--- config.mk ---
export PLATFORM = sky130hd
export DESIGN_NAME = triangle_scheduler
export DESIGN_NICKNAME = d
export VERILOG_FILES = /design/src/rtl/triangle_scheduler.sv
export SDC_FILE = /design/constraint.sdc
export NUM_CORES = 1
export LEC_CHECK = 0
export CAP_MARGIN = 25
export CORE_MARGIN = 4
export CORE_UTILIZATION = 39
export DETAILED_ROUTE_END_ITERATION = 6
export PLACE_DENSITY = 0.85
export SETUP_SLACK_MARGIN = 0.4
export SLEW_MARGIN = 20
export SYNTH_ARGS = -nofsm -noshare
export SYNTH_HDL_FRONTEND = slang
export SYNTH_SLANG_ARGS = --single-unit
--- constraint.sdc ---
create_clock -name clock -period 2.1 [get_ports clock]
set_input_delay 0.21 -clock clock [delete_from_list [all_inputs] [get_ports clock]]
set_output_delay 0.21 -clock clock [all_outputs]
set_load 0.05 [all_outputs]
--- src/rtl/triangle_scheduler.sv ---
// Two-way round-robin front end for the triangle rasteriser: grants one
// requester, holds its triangle stable, pulses draw_en and waits for draw_done.
module triangle_scheduler #(
    parameter int WIDTH        = 8,
    parameter int COLOUR_WIDTH = 3
) (
    input  logic                                   clock,
    input  logic                                   reset,
    input  logic [1:0]                             req_valid,
    input  logic [2*(6*WIDTH+COLOUR_WIDTH)-1:0]    req_tri,
    output logic [1:0]                             req_ready,
    output logic [1:0]                             req_done,
    output logic [WIDTH-1:0]                       ax,
    output logic [WIDTH-1:0]                       ay,
    output logic [WIDTH-1:0]                       bx,
    output logic [WIDTH-1:0]                       by,
    output logic [WIDTH-1:0]                       cx,
    output logic [WIDTH-1:0]                       cy,
    output logic [COLOUR_WIDTH-1:0]                colour,
    output logic                                   draw_en,
    input  logic                                   draw_done,
    output logic                                   busy,
    output logic [15:0]                            tri_count
);

    localparam int TRI_W = 6*WIDTH + COLOUR_WIDTH;

    typedef enum logic [1:0] {
        S_IDLE,
        S_START,
        S_WAIT
    } state_t;

    state_t             state_q, state_d;
    logic               last_grant_q, last_grant_d;
    logic               owner_q, owner_d;
    logic [TRI_W-1:0]   tri_q, tri_d;
    logic [1:0]         req_done_q, req_done_d;
    logic [15:0]        tri_count_q, tri_count_d;
    logic [1:0]         grant;

    always_ff @(posedge clock or negedge reset) begin
        if (!reset) begin
            state_q      <= S_IDLE;
            last_grant_q <= 1'b1;
            owner_q      <= 1'b0;
            tri_q        <= '0;
            req_done_q   <= 2'b00;
            tri_count_q  <= 16'd0;
        end else begin
            state_q      <= state_d;
            last_grant_q <= last_grant_d;
            owner_q      <= owner_d;
            tri_q        <= tri_d;
            req_done_q   <= req_done_d;
            tri_count_q  <= tri_count_d;
        end
    end

    always_comb begin
        state_d      = state_q;
        last_grant_d = last_grant_q;
        owner_d      = owner_q;
        tri_d        = tri_q;
        req_done_d   = 2'b00;
        tri_count_d  = tri_count_q;
        grant        = 2'b00;
        case (state_q)
            S_IDLE: begin
                // On a tie the requester that did not win last time goes next.
                if (req_valid == 2'b11) begin
                    grant = last_grant_q ? 2'b01 : 2'b10;
                end else begin
                    grant = req_valid;
                end
                if (grant != 2'b00) begin
                    owner_d      = grant[1];
                    last_grant_d = grant[1];
                    tri_d        = grant[1] ? req_tri[TRI_W +: TRI_W] : req_tri[0 +: TRI_W];
                    state_d      = S_START;
                end
            end
            S_START: begin
                state_d = S_WAIT;
            end
            S_WAIT: begin
                if (draw_done) begin
                    state_d             = S_IDLE;
                    req_done_d[owner_q] = 1'b1;
                    tri_count_d         = tri_count_q + 16'd1;
                end
            end
            default: begin
                state_d = S_IDLE;
            end
        endcase
    end

    assign req_ready = reset ? grant : 2'b00;
    assign {colour, cy, cx, by, bx, ay, ax} = tri_q;
    assign draw_en   = (state_q == S_START);
    assign busy      = (state_q != S_IDLE);
    assign req_done  = req_done_q;
    assign tri_count = tri_count_q;

endmodule

### Yosys cells after proc, flatten, opt, wreduce, memory -nomap -nowiden

Index checks and enable logic that the tools add are counted.

* register bits after elaboration: 73
* input port bits: 107

* reduce and logical (&&, ||, !) cells: 7
* muxes and demuxes: 13
* add/sub/neg operators: 1
* equality and inequality tests: 5
* magnitude comparators: 2

Operators with widths (count)
* 51-bit two-way mux: 1
* 2-bit two-way mux: 9
* 16-bit by 1-bit adder with 16-bit output (second input constant): 1
* 2-bit case mux with 3 select lines: 1
* 2-bit AND reduction: 3
* 2-bit == test (second input constant): 2
* 2-bit inequality test (second input constant): 2
* 2-bit nonzero test: 2
* 2-bit by 1-bit == test with 1-bit output (second input constant): 1
* 2-bit logical NOT: 1
* 1-bit by 2-bit less-than comparator with 1-bit output (second input constant): 1
* 1-bit demux with 1-bit select: 1
* 1-bit greater-or-equal comparator (second input constant): 1
* 1-bit logical AND: 1
* 1-bit two-way mux: 1

### Longest topological paths before layout

* depth after elaboration: 6
* mapped depth: 6

### Least setup slack after synthesis

No wires, ideal clock.

* path type: register -> register
* start: reg tri_count_q[0] (netlist: tri_count[0])
* end: reg tri_count_q[14] (netlist: tri_count[14])
* period minus slack after synthesis: 2.066 ns
* stages on the path, launching flop included: 6
* arrival time: 1.926 ns
* buffers on the path: 0
* setup slack: 0.034 ns
* data required time: 1.960 ns
* setup time: 0.140 ns
* path through: dfrtp_1 -> ha_1 -> nand3_1 -> or2_4 -> or4_4 -> xnor2_2

* cells in the longest elaborated chain, start to end: 1

Ends and longest elaborated chain
* start, declared: RTL line 39 `logic [15:0] tri_count_q, tri_count_d;`
* start signal, assigned: RTL line 56 `tri_count_q <= tri_count_d;`
* 16-bit by 1-bit adder with 16-bit output: RTL line 90 `tri_count_d = tri_count_q + 16'd1;`

No other way between the ends.
A chain may end at the register's enable or synchronous reset.

### Final worst setup path

* start: reg tri_count_q[1] (netlist: tri_count[1])
* end: reg tri_count_q[14] (netlist: tri_count[14])

The elaborated chain is that of the path after synthesis.

==> results.ini <==
[die]
die_w_um=100
design.core.area_um2=8220
start_util_pct=40.2
fp.dieH_um=100
io-pin-count=180
dieArea_um2=10000
rows=33

[grt]
gr-total-overflow=0
grt_pass1_wl_um=14000
antenna_found_initial=0
grt_max_degree=74
grt_pass1_vias=2918
gr-usage-all-layers_pct=17.5

[synth]
ys_seq_area_share_pct=55.3
ys_ff_latch=73
synth_area_um2=3300
netlist.area_leader.share_pct=54.5
synth.area.top_cells=dfrtp_1 55%, mux2i_1 15%, a21oi_1 8.0%
ys_warn_count=0
synth_nets=416
syn_area_per_cell_um2=10.7
async_reset_ff_share_pct=100
yosysTopAreaCell=dfrtp_1
synth-edff-count=0
synth_top_flop_cell=dfrtp_1
ys_types=31
synth_cells=308

[drt]
drt-total-wl_um=9070
drt_iter0_drc=65
drt-met1-wl_um=3570
first_pass_iters=4
avgViaCountPerCell=4.88
wl_per_cell_um=15.1
wl_met2_um=4500
wl_met3_um=863
drc=0
num_vias=2922
highest_layer=met4
ant_nets=0

[cts]
cts_tree=yes
cts_sinks=73
clk_latency_ps=320
numCtsBuffers=9
cts.path.max_buffers=2
clockRootBuffer=clkbuf_8
cts-hold-fix-buffers=0
clkTransAtPathRegs_ps=80
htreeDepth=3

[sta]
finalSetupViolCount=0
hold_viol_final=0
fin_crit_sh_pct=79.6
fin_skew_ps=6.81
fmax_ghz=0.598
rsz0062_at_grt=yes
worstMarginPinSlew_ps=899
slew_headroom_pct=40.1
slew_violations=0
setup_tns_ps=0
period_minus_slack_ps=1670

[worst_setup_path]
crit_type=reg -> reg
cp_top_family=simple AND/OR/NAND/NOR gates
worst_ep_required_time_ps=2310
critPathMaxStageDelay_ps=500
start_kind=flop
cp_num_buf_inv=0
crit_path_end_kind=flop
crit_arrival_ps=1890
crit_fanout=4
slowest_stage=or4_4
worstPathCellList=ha_4 > nand3_2 > or2_4 > or4_4 > xnor2_2

[pwr]
leakagePower_nw=2.41
powerDensity_nw_per_um2=1460
ir_drop_v=0.000724

[cells_and_area]
drive_gt1_share_pct=9.72
layout_commonest_cell=clkdlybuf4s50_1
antenna_cells=0
final_area_um2=5440
mostFrequentLayoutCells=105 x clkdlybuf4s50_1, 70 x dlygate4sd2_1, 65 x dfrtp_1
nets=597
fillerInstances=657
area_growth_pct=64.6

[min_path]
hp-class=in -> async

[placement]
place.gp.congestion=0.785
portBuffers=179
placed_area_um2=5290
hpwl_um=7080

[run_status]
outcome=finished, final reports clean

[run]
cap_viol_max_count=0

-- registers in the layout, summed over array words and instances, names as in the netlist --
register	cells
owner_q	1
req_done	2
tri_q	51
tri_count	16
last_grant_q	1
state_q	2
-- timing repair --
action                     in CTS  in global routing
resized for setup              71                  1
pin swaps                       0                  0
hold endpoints to repair        0                  0
setup endpoints to repair      73                  3
setup buffers                   1                  2
-- where the power goes --
| part | internal, W | leakage (nW) | switching, W |
|---|---|---|---|
| clock | 0.000645 | 0.105 | 0.000506 |
| sequential | 0.00199 | 0.839 | 0.000326 |
| combinational | 0.00135 | 1.46 | 0.00311 |
| total | 0.00398 | 2.41 | 0.00394 |
-- layout make-up --
class | instances | area (um2) | area share [%]
well taps | 105 | 131 | 2.42
inverters | 6 | 22.5 | 0.414
clock inverters | 4 | 50.0 | 0.921
flip-flops and latches | 73 | 1840 | 33.8
multi-input cells | 211 | 1400 | 25.8
repair buffers | 188 | 1830 | 33.6
clock buffers | 12 | 165 | 3.04
-- final timing paths --
check / cells past startpoint / slack, ps / to / startpoint
min reg2reg: 1 / 440 / req_done[0] / owner_q
min: 2 / 120 / state_q[1] / reset
min in group clock: 1 / 440 / req_done[0] / owner_q
max reg2reg: 5 / 430 / tri_count[14] / tri_count[1]
max: 5 / 430 / tri_count[14] / tri_count[1]
max in group asynchronous: 2 / 1360 / tri_count[2] / reset
-- metrics by stage --
step	util (%)	hold slack (ps)	total power (W)	setup slack, ps	instances
after global routing	66.2	193	0.00836	371	599
after CTS	66.0	146	0.00799	403	597
after detailed placement	64.3	426	0.00721	168	580
after floorplan	-	-85.6	0.00541	266	308
after global placement	64.3	411	0.00708	201	580
final	66.2	120	0.00792	427	599
-- synth_stat cells, types with 2 or more instances --
cell type and instances:
dfrtp_1 72, nor2_1 58, a21oi_1 53, mux2i_1 51, buf_2 14, nand2_1 9, xnor2_1 9, inv_1 6
xor2_1 5, buf_1 4, nand3_1 4, and3_1 2, and4_1 2, nand4_1 2
-- cell families (layout without fill, tap and decap cells) --
logic type | Yosys count | count (layout) | share of synthesized area, %
AND/OR/NAND/NOR | 87 | 87 | 12.4
flip-flops | 73 | 73 | 55.3
AO/OA/AOI/OAI | 57 | 57 | 8.94
multiplexers | 51 | 51 | 15.5
buffers and inverters | 24 | 210 | 3.26
XOR/XNOR | 15 | 15 | 4.20
adder cells (fa/ha/maj) | 1 | 1 | 0.379
-- layer usage --
layer  global-route usage, %  up-vias
met3                    6.12       11
met1                    20.9     1369
met4                    5.80        0
met5                       0        -
met2                    29.8      125
li1                        -     1417
Power figures use the tool's default switching activity.
